<file path="src/rtl/dm_arbiter.sv">
`default_nettype none
// ============================================================================
// Module      : dm_arbiter
// Description : Two-port round-robin arbiter and access sequencer for a
//               single-port data memory (write/RMW committed on the rising
//               edge of DMWr, combinational read). Each accepted transaction
//               presents Address/DmControl/DataWr for one setup cycle,
//               optionally pulses DMWr for one cycle, then returns the
//               pre-operation memory word with a one-cycle response pulse.
// Revision    : 1.0 - initial release
// ----------------------------------------------------------------------------
// Ports
//   clk        in   system clock
//   rst        in   synchronous active-high reset
//   req_valid  in   [1:0]      request valid, bit i = requester i
//   req_ready  out  [1:0]      one-hot acceptance (combinational, IDLE only)
//   req_wr     in   [1:0]      1 = write/RMW, 0 = read
//   req_op     in   [5:0]      3-bit op per requester, requester i at [3i+:3]
//   req_addr   in   [2*AW-1:0] word address, requester i at [AW*i+:AW]
//   req_wdata  in   [63:0]     operand, requester i at [32i+:32]
//   req_lock   in   [1:0]      lock request (only with DM_ARB_LOCK_EN)
//   rsp_valid  out  [1:0]      one-hot response pulse
//   rsp_rdata  out  [31:0]     memory word before the operation
//   rsp_err    out             address out of range, qualified by rsp_valid
//   DMWr       out             registered memory write strobe
//   DmControl  out  [2:0]      memory op select
//   Address    out  [AW-1:0]   memory address
//   DataWr     out  [31:0]     memory operand
//   DataRd     in   [31:0]     memory read data
// Configuration
//   DM_ARB_LOCK_EN : when defined, adds req_lock and lets a requester keep
//                    the grant for the transaction following a locked one.
// ============================================================================
module dm_arbiter #(
  parameter int DEPTH = 1024,
  parameter int AW    = 32
) (
  input  logic            clk,
  input  logic            rst,
  input  logic [1:0]      req_valid,
  output logic [1:0]      req_ready,
  input  logic [1:0]      req_wr,
  input  logic [5:0]      req_op,
  input  logic [2*AW-1:0] req_addr,
  input  logic [63:0]     req_wdata,
`ifdef DM_ARB_LOCK_EN
  input  logic [1:0]      req_lock,
`endif
  output logic [1:0]      rsp_valid,
  output logic [31:0]     rsp_rdata,
  output logic            rsp_err,
  output logic            DMWr,
  output logic [2:0]      DmControl,
  output logic [AW-1:0]   Address,
  output logic [31:0]     DataWr,
  input  logic [31:0]     DataRd
);

  localparam logic [AW-1:0] c_depth = AW'(DEPTH);

  typedef enum logic [1:0] {
    S_IDLE   = 2'd0,
    S_SETUP  = 2'd1,
    S_STROBE = 2'd2,
    S_RESP   = 2'd3
  } state_t;

  state_t          r_state;
  logic            r_last_grant;  // requester of the current / most recent transaction
  logic            r_wr;
  logic [AW-1:0]   r_addr;
  logic [2:0]      r_ctrl;
  logic [31:0]     r_wdata;
  logic            r_dmwr;
  logic [1:0]      r_rsp_valid;
  logic [31:0]     r_rsp_rdata;
  logic            r_rsp_err;

  logic            w_grant;
  logic            w_fire;
  logic            w_lock_hit;
  logic            w_oob;
  logic            w_sel_wr;
  logic [2:0]      w_sel_op;
  logic [AW-1:0]   w_sel_addr;
  logic [31:0]     w_sel_wdata;
  logic [1:0]      w_rsp_onehot;

`ifdef DM_ARB_LOCK_EN
  logic            r_lock;      // lock flag of the transaction in flight
  logic            r_lock_act;  // previous transaction was locked; valid in first IDLE cycle only
  logic            w_sel_lock;

  assign w_lock_hit = r_lock_act & req_valid[r_last_grant];
  assign w_sel_lock = w_grant ? req_lock[1] : req_lock[0];
`else
  assign w_lock_hit = 1'b0;
`endif

  // Grant selection: an active lock wins; otherwise the requester that did
  // not win last time wins a tie, and a lone requester always wins.
  always_comb begin
    w_grant = 1'b0;
    if (w_lock_hit)
      w_grant = r_last_grant;
    else if (&req_valid)
      w_grant = ~r_last_grant;
    else
      w_grant = req_valid[1];
  end

  // Acceptance is only possible in IDLE; masked during reset so no
  // handshake completes on a cycle that the FSM will discard.
  assign w_fire    = (r_state == S_IDLE) && (|req_valid) && !rst;
  assign req_ready = w_fire ? (w_grant ? 2'b10 : 2'b01) : 2'b00;

  assign w_sel_wr    = w_grant ? req_wr[1]            : req_wr[0];
  assign w_sel_op    = w_grant ? req_op[5:3]          : req_op[2:0];
  assign w_sel_addr  = w_grant ? req_addr[2*AW-1:AW]  : req_addr[AW-1:0];
  assign w_sel_wdata = w_grant ? req_wdata[63:32]     : req_wdata[31:0];

  // Range check only; upper address bits still reach the memory unchanged.
  assign w_oob        = (r_addr >= c_depth);
  assign w_rsp_onehot = r_last_grant ? 2'b10 : 2'b01;

  always_ff @(posedge clk) begin
    if (rst) begin
      r_state      <= S_IDLE;
      r_last_grant <= 1'b1;
      r_wr         <= 1'b0;
      r_addr       <= '0;
      r_ctrl       <= 3'd0;
      r_wdata      <= 32'd0;
      r_dmwr       <= 1'b0;
      r_rsp_valid  <= 2'b00;
      r_rsp_rdata  <= 32'd0;
      r_rsp_err    <= 1'b0;
`ifdef DM_ARB_LOCK_EN
      r_lock       <= 1'b0;
      r_lock_act   <= 1'b0;
`endif
    end else begin
      case (r_state)
        S_IDLE: begin
`ifdef DM_ARB_LOCK_EN
          // A lock survives only into the first IDLE cycle after it completes.
          r_lock_act <= 1'b0;
`endif
          if (w_fire) begin
            r_last_grant <= w_grant;
            r_wr         <= w_sel_wr;
            r_addr       <= w_sel_addr;
            r_ctrl       <= w_sel_op;
            r_wdata      <= w_sel_wdata;
`ifdef DM_ARB_LOCK_EN
            r_lock       <= w_sel_lock;
`endif
            r_state      <= S_SETUP;
          end
        end

        S_SETUP: begin
          // Memory read is combinational on Address, which has been stable
          // for this whole cycle, so this is the pre-operation word.
          r_rsp_rdata <= DataRd;
          r_rsp_err   <= w_oob;
          if (w_oob || !r_wr) begin
            r_rsp_valid <= w_rsp_onehot;
            r_state     <= S_RESP;
          end else begin
            r_dmwr      <= 1'b1;
            r_state     <= S_STROBE;
          end
        end

        S_STROBE: begin
          r_dmwr      <= 1'b0;
          r_rsp_valid <= w_rsp_onehot;
          r_state     <= S_RESP;
        end

        S_RESP: begin
          r_rsp_valid <= 2'b00;
`ifdef DM_ARB_LOCK_EN
          r_lock_act  <= r_lock;
`endif
          r_state     <= S_IDLE;
        end

        default: r_state <= S_IDLE;
      endcase
    end
  end

  assign DMWr      = r_dmwr;
  assign DmControl = r_ctrl;
  assign Address   = r_addr;
  assign DataWr    = r_wdata;
  assign rsp_valid = r_rsp_valid;
  assign rsp_rdata = r_rsp_rdata;
  assign rsp_err   = r_rsp_err;

endmodule
`default_nettype wire

</file>
<file path="config.mk">
export PLATFORM = sky130hd
export DESIGN_NAME = dm_arbiter
export DESIGN_NICKNAME = d
export VERILOG_FILES = /design/src/rtl/dm_arbiter.sv
export SDC_FILE = /design/constraint.sdc
export NUM_CORES = 1
export LEC_CHECK = 0
export BUFFER_PORTS_ARGS = -buffer_cell sky130_fd_sc_hd__buf_2
export CORE_ASPECT_RATIO = 0.7
export CORE_MARGIN = 2
export CORE_UTILIZATION = 32
export DETAILED_ROUTE_END_ITERATION = 8
export PLACE_DENSITY = 0.67
export SYNTH_ARGS = -nofsm -noshare
export SYNTH_HDL_FRONTEND = slang
export SYNTH_SLANG_ARGS = --single-unit
</file>
<file path="constraint.sdc">
create_clock -name clk -period 1.9 [get_ports clk]
set_clock_uncertainty 0.15 [all_clocks]
set_input_delay 0.095 -clock clk [delete_from_list [all_inputs] [get_ports clk]]
set_output_delay 0.095 -clock clk [all_outputs]
set_load 0.02 [all_outputs]
</file>
==> metrics.md, run 1 <==
| Metric | Value |
|---|---|
| Outcome | stopped before the end |
| Halt Stage | clock tree synthesis |
| First Err | [ERROR RSZ-0060] Max buffer count reached. |
| Number of distinct library cells after synthesis | 30 |
| Syn Area/Cell | 10.2 um^2 |
| CTS resizes | 13 |
| Clock root buffer | clkbuf_16 |
| # IOs | 277 |
| Clock buffer depth | 2 |
| Gate Count Post-Synth | 398 |
| # rows | 34 |
| Gpl congestion | 0.860 |
| Die W | 138 um |
| Port bufs | 276 |
| Inst Count DP | 811 |
| Clk sink count | 107 |
| Sequential-to-total area share from yosys stat | 0.529 |
| Num CTS Buffers | 9 |
| Mapped Nets | 575 |
| Hpwl dp | 10,100 um |
| FF+latch count, synth | 107 |
| Starting Density | 0.327 |
| Height of the die | 98.1 um |
| CTS Hold Bufs | 166 |
| Post-CTS Setup Bufs | 0 |
| Synthesis Warnings | 0 |
| Synthesized cell area | 4050 um^2 |
| # H-tree levels | 3 |
## kinds of logic after synthesis
family	synth area share
muxes	0.0869
AOI/OAI and AO/OA	0.187
buffers and inverters	0.0470
DFF	0.529
and+or+nand+nor	0.135
adders and majority gates	0.0155
## cells in the mapped netlist (all sizes together)
library cell  count  area share
nand4             1      0.0015
nor4              7       0.011
or2               1      0.0015
a41o              1      0.0025
mux2              1      0.0028
nand2             3      0.0028
buf              23       0.030
and4              1      0.0022
ha                5       0.015
a311oi            2      0.0043
a222oi           68        0.17
nand2b            3      0.0046
nor2b             2      0.0031
and3              2      0.0031
or4               1      0.0019
clkbuf           15       0.014
inv               3      0.0028
o21ai             5      0.0062
nor2            107       0.099
a211o             1      0.0022
and2              1      0.0015
dfxtp           107        0.53
nor3              1      0.0012
a21oi             1      0.0012
mux2i            34       0.084
o311ai            1      0.0022
nand3             1      0.0012
## through the flow
step	setup WS, ns	area [um^2]	TNS (ns)	hold WS [ns]
detailed placement	-0.0486	5620	-0.116	0.191
global placement	-0.0229	5620	-0.0229	0.178
floorplan	0.0261	4050	0	0.0922
==> run 2, diff against run 1 <==
--- a/config.mk
+++ b/config.mk
@@ -6,11 +6,10 @@
 export NUM_CORES = 1
 export LEC_CHECK = 0
 export BUFFER_PORTS_ARGS = -buffer_cell sky130_fd_sc_hd__buf_2
-export CORE_ASPECT_RATIO = 0.7
 export CORE_MARGIN = 2
-export CORE_UTILIZATION = 32
+export CORE_UTILIZATION = 20
 export DETAILED_ROUTE_END_ITERATION = 8
-export PLACE_DENSITY = 0.67
+export PLACE_DENSITY_LB_ADDON = 0.15
 export SYNTH_ARGS = -nofsm -noshare
 export SYNTH_HDL_FRONTEND = slang
 export SYNTH_SLANG_ARGS = --single-unit
==> constraint.sdc (replaced) <==
create_clock -name clk -period 2.5 [get_ports clk]
set_clock_uncertainty 0.15 [all_clocks]
set_input_delay 0.125 -clock clk [delete_from_list [all_inputs] [get_ports clk]]
set_output_delay 0.125 -clock clk [all_outputs]
set_load 0.02 [all_outputs]
==> metrics.md, run 2 <==
| Metric | Value |
|---|---|
| Critical path class | reg2out |
| Number of detailed-route iterations in the first pass | 8 |
| Die ar. | 21,400 um^2 |
| Crit path max fanout | 34 |
| Fin util | 0.383 |
| # rows | 52 (was 34) |
| Top cell type by total area after synthesis | dfxtp_1 (unchanged) |
| Layout cell share with drive strength beyond 1 | 0.369 |
| Vias in the first global route | 5,202 |
| Core area | 20,000 um^2 |
| Final Hold Fails | 0 |
| Slew margin rel. | 0.429 |
| Synth area leaders | dfxtp_1 (53%), a222oi_1 (17%), nor2_1 (9.9%) (unchanged) |
| Startpoint Class | flop |
| Fillers | 1,997 |
| Gpl congestion | 0.769 (was 0.860) |
| Grt ovf | 0 |
| First-pass GRT wire length | 26,100 um |
| Leak | 3.59 nW |
| Critical Path, Cell by Cell | inv_1 > ha_1 > nor2b_2 > and3_2 > buf_6 > buf_2 |
| Final Max Slew Viols | 0 |
| Avg WL per Cell | 15.5 um |
| Post-CTS Setup Bufs | 0 (unchanged) |
| Antenna Violating Nets Remaining | 0 |
| Num CTS Buffers | 9 (unchanged) |
| Sequential-to-total area share from yosys stat | 0.529 (unchanged) |
| Primary FF master, synth | dfxtp_1 (unchanged) |
| Most common cell after layout, fill and taps aside | buf_2 |
| Commonest cells after routing, fill and taps aside | buf_2 (275), dlygate4sd3_1 (171), dfxtp_1 (107), nor2_1 (107), a222oi_1 (68) |
| Final Cycle Share | 0.933 |
| # H-tree levels | 3 (unchanged) |
| Synthesis Warnings | 0 (unchanged) |
| Mapped Nets | 575 (unchanged) |
| Port bufs | 276 (unchanged) |
| Post-synth ARST share | 0 (unchanged) |
| Crit-path slowest cell | dfxtp_1 |
| Via count | 5,008 |
| Yosys top cell area share | 0.529 (unchanged) |
| Number of distinct library cells after synthesis | 30 (unchanged) |
| Die W | 146 um (was 138 um) |
| Clock buffer depth | 2 (unchanged) |
| Worst skew pair latency | 0.35 ns |
| Synth cell count leaders | dfxtp_1 (107), nor2_1 (107), a222oi_1 (68) (unchanged) |
| Non-filler cells, final | 1,102 |
| Number of synthesized flops with an enable pin | 0 (unchanged) |
| Pwr Density | 831 nW/um^2 |
| TNS Setup | 0 ns |
| Area Overhead vs Synth | 89.8% |
| Max cap viols | 0 |
| FF+latch count, synth | 107 (unchanged) |
| All-Layer GR Usage | 0.153 |
| Fmax | 0.429 GHz |
| Clk sink count | 107 (unchanged) |
| Worst reg2reg setup slack | 0.26 ns |
| Height of the die | 146 um (was 98.1 um) |
| Synthesized cell area | 4050 um^2 (unchanged) |
| DRC viols | 0 |
| # IOs | 277 (unchanged) |
| Starting Density | 0.202 (was 0.327) |
| Worst-path clk slew | 0.07 ns |
| Initial antenna violation count | 0 |
| Max incr delay on CP | 0.34 ns |
| Inst Count DP | 915 (was 811) |
| Iteration-0 DRC count of the detailed router | 421 |
| Routed WL | 17,000 um |
| Syn Area/Cell | 10.2 um^2 (unchanged) |
| Clock root buffer | clkbuf_16 (unchanged) |
| CP Capture Type | primary output |
| Crit path required time | 2.23 ns |
| Min Tclk post-route | 2.33 ns |
| RSZ-0062 raised after global routing | false |
| Slew @ Worst Pin | 0.851 ns |
| CTS tree | yes |
| Outcome | completed (was stopped before the end) |
| Gate Count Post-Synth | 398 (unchanged) |
| Largest net degree at the start of global routing | 60 |
| CP arrival | 2.06 ns |
| Final setup vio count | 0 |
| Hold Crit Class | in2reg |
| Fin nets | 1,004 |
| Antenna Cells | 0 |
| Via/cell ratio | 4.54 |
| Peak supply drop | 390 uV |
| Hpwl dp | 11,100 um (was 10,100 um) |
run 2: kinds of logic after synthesis:
group | after synthesis | share of synthesized area
AOI/OAI and AO/OA | 79 | 0.187
adders and majority gates | 5 | 0.0155
buffers and inverters | 41 | 0.0470
DFF | 107 | 0.529
muxes | 35 | 0.0869
and+or+nand+nor | 131 | 0.135
run 2: worst max-delay path, delay by kind of cell, from the launching register on:
kind                     cells  cell delay (ns)
adder cells (fa/ha/maj)      1             0.22
buffers and inverters        3             0.64
flip-flops                   1             0.34
AND/OR/NAND/NOR              2             0.50
run 2: final timing paths:
check	startpoint	endpoint	depth (start not counted)
max reg2reg	r_state[0]	DataWr[7]	7
max	r_state[0]	req_ready[0]	6
min reg2reg	rsp_valid[1]	rsp_valid[1]	2
min	req_valid[0]	r_state[1]	5
run 2: per-layer routing:
layer,wire (um),global-route usage
met1,6790,0.173
met2,8280,0.272
met3,1590,0.0459
met4,373,0.0592
met5,0,0
run 2: area by class of cell:
class / count / area, um^2 / share of cell area
Clock buffer: 10 / 229 / 0.0298
Tap cell: 270 / 338 / 0.0440
Multi-Input combinational cell: 250 / 1730 / 0.226
Clock inverter: 6 / 50.0 / 0.00651
Timing Repair Buffer: 456 / 3180 / 0.414
Sequential cell: 107 / 2140 / 0.279
Inverter: 3 / 11.3 / 0.00147
run 2: power by group:
group          internal, W  switching (W)
clock             0.000689       0.000666
sequential         0.00207       0.000237
combinational      0.00119        0.00154
run 2: through the flow:
| step | hold slack [ns] | instance area, um^2 | worst slack (ns) | total power, W |
|---|---|---|---|---|
| 2_1_floorplan | 0.122 | 4050 | 0.513 | 0.00398 |
| 3_3_place_gp | 0.213 | 5690 | 0.328 | 0.00480 |
| 3_5_place_dp | 0.221 | 5690 | 0.243 | 0.00483 |
| 4_1_cts | 0.257 | 7680 | 0.0726 | 0.00647 |
| 5_1_grt | 0.322 | 7680 | 0.0199 | 0.00681 |
| 6_report | 0.284 | 7680 | 0.169 | 0.00639 |
run 2: repair_timing:
item                       4_1_cts  5_1_grt
cloned                           0        0
hold endpoints to repair       101        0
setup endpoints to repair        1        1
hold buffers                   171        0
resized for setup                1        1
Note: power is estimated with default switching activity, not from simulation.
